<file path="src/rtl/adc_conv_scheduler.sv">
// ADC conversion scheduler: issues periodic (en) or software (trig) conversions to a
// 16-clock serial ADC, keeps the low 12 bits of each frame and flags dropped ticks.
module adc_conv_scheduler #(
    parameter int unsigned DIV_HALF = 4,
    parameter int unsigned PERIOD   = 400
) (
    input  logic        clk,
    input  logic        reset,
    input  logic        en,
    input  logic        trig,
    input  logic        clr_ovr,
    input  logic        sdata,
    output logic        cs_n,
    output logic        sclk,
    output logic [11:0] sample,
    output logic        sample_valid,
    output logic        busy,
    output logic        overrun
);

    localparam int unsigned TickW = (PERIOD > 1) ? $clog2(PERIOD) : 1;
    // Phase counter must reach 2*DIV_HALF-1 (quiet time) for DIV_HALF up to 255.
    localparam int unsigned PhW = 9;
    localparam logic [TickW-1:0] TickLast  = TickW'(PERIOD - 1);
    localparam logic [PhW-1:0]   HalfLast  = PhW'(DIV_HALF - 1);
    localparam logic [PhW-1:0]   QuietLast = PhW'(2 * DIV_HALF - 1);

    typedef enum logic [1:0] {StIdle, StSetup, StShift, StQuiet} state_e;

    state_e           state_q, state_d;
    logic [TickW-1:0] tick_cnt_q, tick_cnt_d;
    logic             tick;
    logic             drop;
    logic [PhW-1:0]   ph_cnt_q, ph_cnt_d;
    logic [3:0]       bit_cnt_q, bit_cnt_d;
    logic [15:0]      shift_q, shift_d;
    logic [11:0]      sample_q, sample_d;
    logic             cs_n_q, cs_n_d;
    logic             sclk_q, sclk_d;
    logic             valid_q, valid_d;
    logic             busy_q;
    logic             ovr_q, ovr_d;

    // Periodic tick generator, parked at zero while disabled
    always_comb begin
        tick = en && (tick_cnt_q == TickLast);
        if (!en || tick) begin
            tick_cnt_d = '0;
        end else begin
            tick_cnt_d = tick_cnt_q + TickW'(1);
        end
    end

    // Overrun: a dropped tick wins over a simultaneous clear
    always_comb begin
        drop = tick && (state_q != StIdle);
        if (drop) begin
            ovr_d = 1'b1;
        end else if (clr_ovr) begin
            ovr_d = 1'b0;
        end else begin
            ovr_d = ovr_q;
        end
    end

    // Conversion sequencer: next state plus next values of the registered ADC pins
    always_comb begin
        state_d   = state_q;
        ph_cnt_d  = ph_cnt_q + PhW'(1);
        bit_cnt_d = bit_cnt_q;
        shift_d   = shift_q;
        sample_d  = sample_q;
        valid_d   = 1'b0;
        cs_n_d    = cs_n_q;
        sclk_d    = sclk_q;
        unique case (state_q)
            StIdle: begin
                ph_cnt_d = '0;
                if (tick || trig) begin
                    state_d = StSetup;
                    cs_n_d  = 1'b0;
                    sclk_d  = 1'b1;
                end
            end
            StSetup: begin
                if (ph_cnt_q == HalfLast) begin
                    state_d   = StShift;
                    ph_cnt_d  = '0;
                    bit_cnt_d = '0;
                    sclk_d    = 1'b0;
                end
            end
            StShift: begin
                if (ph_cnt_q == HalfLast) begin
                    ph_cnt_d = '0;
                    if (!sclk_q) begin
                        // Capture on the edge that raises sclk
                        sclk_d  = 1'b1;
                        shift_d = (shift_q << 1) | 16'(sdata);
                    end else if (bit_cnt_q == 4'd15) begin
                        // Leading four bits of the frame are discarded
                        state_d  = StQuiet;
                        cs_n_d   = 1'b1;
                        sample_d = shift_q[11:0];
                        valid_d  = 1'b1;
                    end else begin
                        bit_cnt_d = bit_cnt_q + 4'd1;
                        sclk_d    = 1'b0;
                    end
                end
            end
            StQuiet: begin
                if (ph_cnt_q == QuietLast) begin
                    state_d  = StIdle;
                    ph_cnt_d = '0;
                end
            end
            default: state_d = StIdle;
        endcase
    end

    // State and output registers
    always_ff @(posedge clk or posedge reset) begin
        if (reset) begin
            state_q    <= StIdle;
            tick_cnt_q <= '0;
            ph_cnt_q   <= '0;
            bit_cnt_q  <= '0;
            shift_q    <= '0;
            sample_q   <= '0;
            valid_q    <= 1'b0;
            cs_n_q     <= 1'b1;
            sclk_q     <= 1'b1;
            busy_q     <= 1'b0;
            ovr_q      <= 1'b0;
        end else begin
            state_q    <= state_d;
            tick_cnt_q <= tick_cnt_d;
            ph_cnt_q   <= ph_cnt_d;
            bit_cnt_q  <= bit_cnt_d;
            shift_q    <= shift_d;
            sample_q   <= sample_d;
            valid_q    <= valid_d;
            cs_n_q     <= cs_n_d;
            sclk_q     <= sclk_d;
            busy_q     <= (state_d != StIdle);
            ovr_q      <= ovr_d;
        end
    end

    assign cs_n         = cs_n_q;
    assign sclk         = sclk_q;
    assign sample       = sample_q;
    assign sample_valid = valid_q;
    assign busy         = busy_q;
    assign overrun      = ovr_q;

endmodule

</file>
<file path="config.mk">
export PLATFORM = sky130hd
export DESIGN_NAME = adc_conv_scheduler
export DESIGN_NICKNAME = d
export VERILOG_FILES = /design/src/rtl/adc_conv_scheduler.sv
export SDC_FILE = /design/constraint.sdc
export NUM_CORES = 1
export LEC_CHECK = 0
export CORE_AREA = 2 2 71 73
export CTS_BUF_LIST = sky130_fd_sc_hd__clkbuf_2
export CTS_CLUSTER_SIZE = 16
export DETAILED_ROUTE_END_ITERATION = 6
export DIE_AREA = 0 0 73 75
export GPL_TIMING_DRIVEN = 0
export PLACE_DENSITY = 0.75
export SYNTH_ARGS = -nofsm -noshare
export SYNTH_HDL_FRONTEND = slang
export SYNTH_SLANG_ARGS = --single-unit
export TNS_END_PERCENT = 5
</file>
<file path="constraint.sdc">
create_clock -name clk -period 2.3 [get_ports clk]
set_clock_uncertainty 0.05 [all_clocks]
set_input_delay 0.46 -clock clk [delete_from_list [all_inputs] [get_ports clk]]
set_output_delay 0.46 -clock clk [all_outputs]
set_load 0.005 [all_outputs]
</file>
==> metrics.yaml <==
outcome:
  status: "finished, final reports clean"
global_routing:
  grt_pass1_wl_um: 7224
  grt_antenna_before_repair: 0
  grt_util_all_layers: 0.1716
  grt_pass1_vias: 1528
  grt_max_degree: 34
  overflow: 0
floorplan:
  coreArea_um2: 4661
  rows: 25
  boundaryPins: 23
  die_y_um: 75
  start_util: 0.5409
  die_area_um2: 5475
  die-width_um: 73
logic_synthesis:
  netlist_area_um2: 2521
  syn_nets: 217
  synthArstFlopShare: 1.000
  yosysSeqAreaShare: 0.5270
  ys_seq_elements: 53
  synth_ff_type: "dfrtp_1"
  synthCells: 203
  avgSynthCellArea_um2: 12.42
  ys_types: 44
  synth_edf_count: 0
  yosys_warnings: 0
timing:
  setup_viol: 0
  max_slew_margin: 0.6372
  hold_viol: 0
  fmax_mhz: 470.2
  slew_violations: 0
  setup-tns-final_ps: 0
  rsz0062_at_grt: "no"
  fin_crit_ps: 2127
  setup_slack_ps: 173.1
  layout_worst_path_cycle_share: 0.9247
  tightestPinTransition_ps: 537.2
critical_path:
  critPathKind: "register to register"
  r2r_start: "ph_cnt_q[0]"
  end_kind: "register"
  startpoint_type: "register"
  required_ps: 2630
  cp_max_fo: 10
  arrival_ps: 2460
  reg2reg_depth: 6
  timing.rr.end: "sample[2]"
  reg2reg_slack_ps: 170
layout:
  final_common_cell: "dfrtp_1"
  drive_gt1_frac: 0.2426
  layout.nets: 248
  n_antenna_cell: 0
  stdcell_area_um2: 2885
  final_cell_mix: "51 x dfrtp_1, 23 x nor2_1, 22 x clkdlybuf4s50_1, 15 x mux2_2, 10 x mux2_4"
  seq_area_um2: 1329
  fillCellCount: 388
  area_growth_pct: 14.44
  multi_input_area_um2: 1104
power_and_ir_drop:
  powerDensity_nw_per_um2: 633.0
  leakagePower_nw: 1.382
  peakVddDrop_v: 0.0004202
placed_design:
  place.gp.congestion: 0.7849
  placed_area_um2: 2829
  place_ws_ps: 140.3
  place_hpwl_um: 2887
  numPortBuffers: 22
clock_tree:
  cts_inserted_buffers: 5
  clk_pin_slew_ps: 270
  cts_tree: "built"
  htree_levels: 2
  clock_latency_ps: 450
  numClockSinks: 53
  clockRootBuffer: "clkbuf_2"
  cts.path.max_buffers: 2
route:
  via_per_inst: 5.446
  drt_iter0_markers: 53
  wl_per_cell_um: 14.25
  wirelength_um: 4117
  route.vias.total: 1574
  drc_errors: 0
  firstDrtPassIters: 4
  ant_nets: 0
run:
  drv_cap: 0
hold_path:
  hp-class: "input port to asynchronous set/reset pin"
[critical path, stage by stage (launching register included)]
cell      delay (ps)
dfrtp_1          470
ha_2             280
nor4b_4          340
and4bb_2         290
buf_4            170
buf_12           140
mux2_2           330
[how the worst max path moves through the flow]
| stage | start | endpoint | slack, ps | cells past startpoint |
|---|---|---|---|---|
| floorplan | ph_cnt_q[0] | sample[0] | 370 | 6 |
| finish | ph_cnt_q[0] | sample[2] | 170 | 6 |
| detailed placement | ph_cnt_q[0] | sample[2] | 140 | 6 |
| CTS | ph_cnt_q[0] | sample[2] | 140 | 6 |
| global route | ph_cnt_q[0] | sample[2] | 30 | 6 |
| global placement | reset | ph_cnt_q[3] | -450 | 2 |
[where the power goes]
| group | total, W | switching, W | internal, W |
|---|---|---|---|
| logic | 0.000412 | 0.000223 | 0.000189 |
| registers | 0.00103 | 0.0000462 | 0.000988 |
| clock network | 0.000381 | 0.000298 | 0.0000824 |
| total | 0.00183 | 0.000567 | 0.00126 |
[cells in the mapped netlist, drive strengths merged, types with 3 or more instances]
cell type   n  area [um2]
and3        3       20.02
buf         6       60.06
inv         9       33.78
mux2       25       319.0
nand2       8       30.03
nor2b       3       18.77
nand3       8       40.04
xnor2       5       43.79
dfrtp      51        1276
ha          8       100.1
and2        3       21.27
o21ai       4       20.02
o31ai       4       30.03
nor2       23       86.33
xor2        9       78.83
nand4       5       31.28
[cell type report]
class | instances | area share
Clock inverter | 2 | 0.004770
Buffer | 6 | 0.02082
Inverter | 9 | 0.01171
Tap cell | 54 | 0.02342
Timing Repair Buffer | 24 | 0.08586
Clock buffer | 6 | 0.01041
Multi-Input combinational cell | 135 | 0.3825
Sequential cell | 53 | 0.4605
[registers in the layout, summed over array words and instances (netlist names)]
signal and count:
sample_valid 1, bit_cnt_q 4, cs_n 1, ph_cnt_q 9, sclk 1, sample 12
busy 1, tick_cnt_q 9, overrun 1, state_q 2, shift_q 12
[cells by family (layout without fill, tap and decap cells)]
| logic type | count (synthesis) | in the layout | share of synthesized area |
|---|---|---|---|
| adder cells (fa/ha/maj) | 8 | 8 | 0.03970 |
| flip-flops | 53 | 53 | 0.5270 |
| XOR/XNOR | 14 | 14 | 0.04864 |
| AND/OR/NAND/NOR | 65 | 65 | 0.1499 |
| multiplexers | 26 | 26 | 0.1305 |
| buffers and inverters | 15 | 47 | 0.03722 |
| AO/OA/AOI/OAI | 22 | 22 | 0.06700 |
[per-layer routing]
metal  vias up  part of all wire  global-route usage
li1        775                 -                   -
met1       759              0.50              0.2430
met2        30              0.45              0.2503
met3        10             0.034             0.03347
met4         0             0.024             0.09259
met5         -                 0                   0
[repair_timing]
item,CTS,global route
setup endpoints to repair,0,8
endpoints found under the hold margin,0,0
hold buffers,0,0
setup buffers,0,1
resized for setup,0,2
[per-stage QoR]
step / power [W] / utilization / instances / hold WS (ps)
global route: 0.001938 / 0.6191 / 289 / 233.9
detailed placement: 0.001457 / 0.6070 / 280 / 409.1
CTS: 0.001837 / 0.6164 / 288 / 237.3
finish: 0.001826 / 0.6191 / 289 / 220.6
floorplan: 0.001331 / - / 203 / 382.9
global placement: 0.001443 / 0.6027 / 279 / 403.1
(Power assumes the default switching activity.)
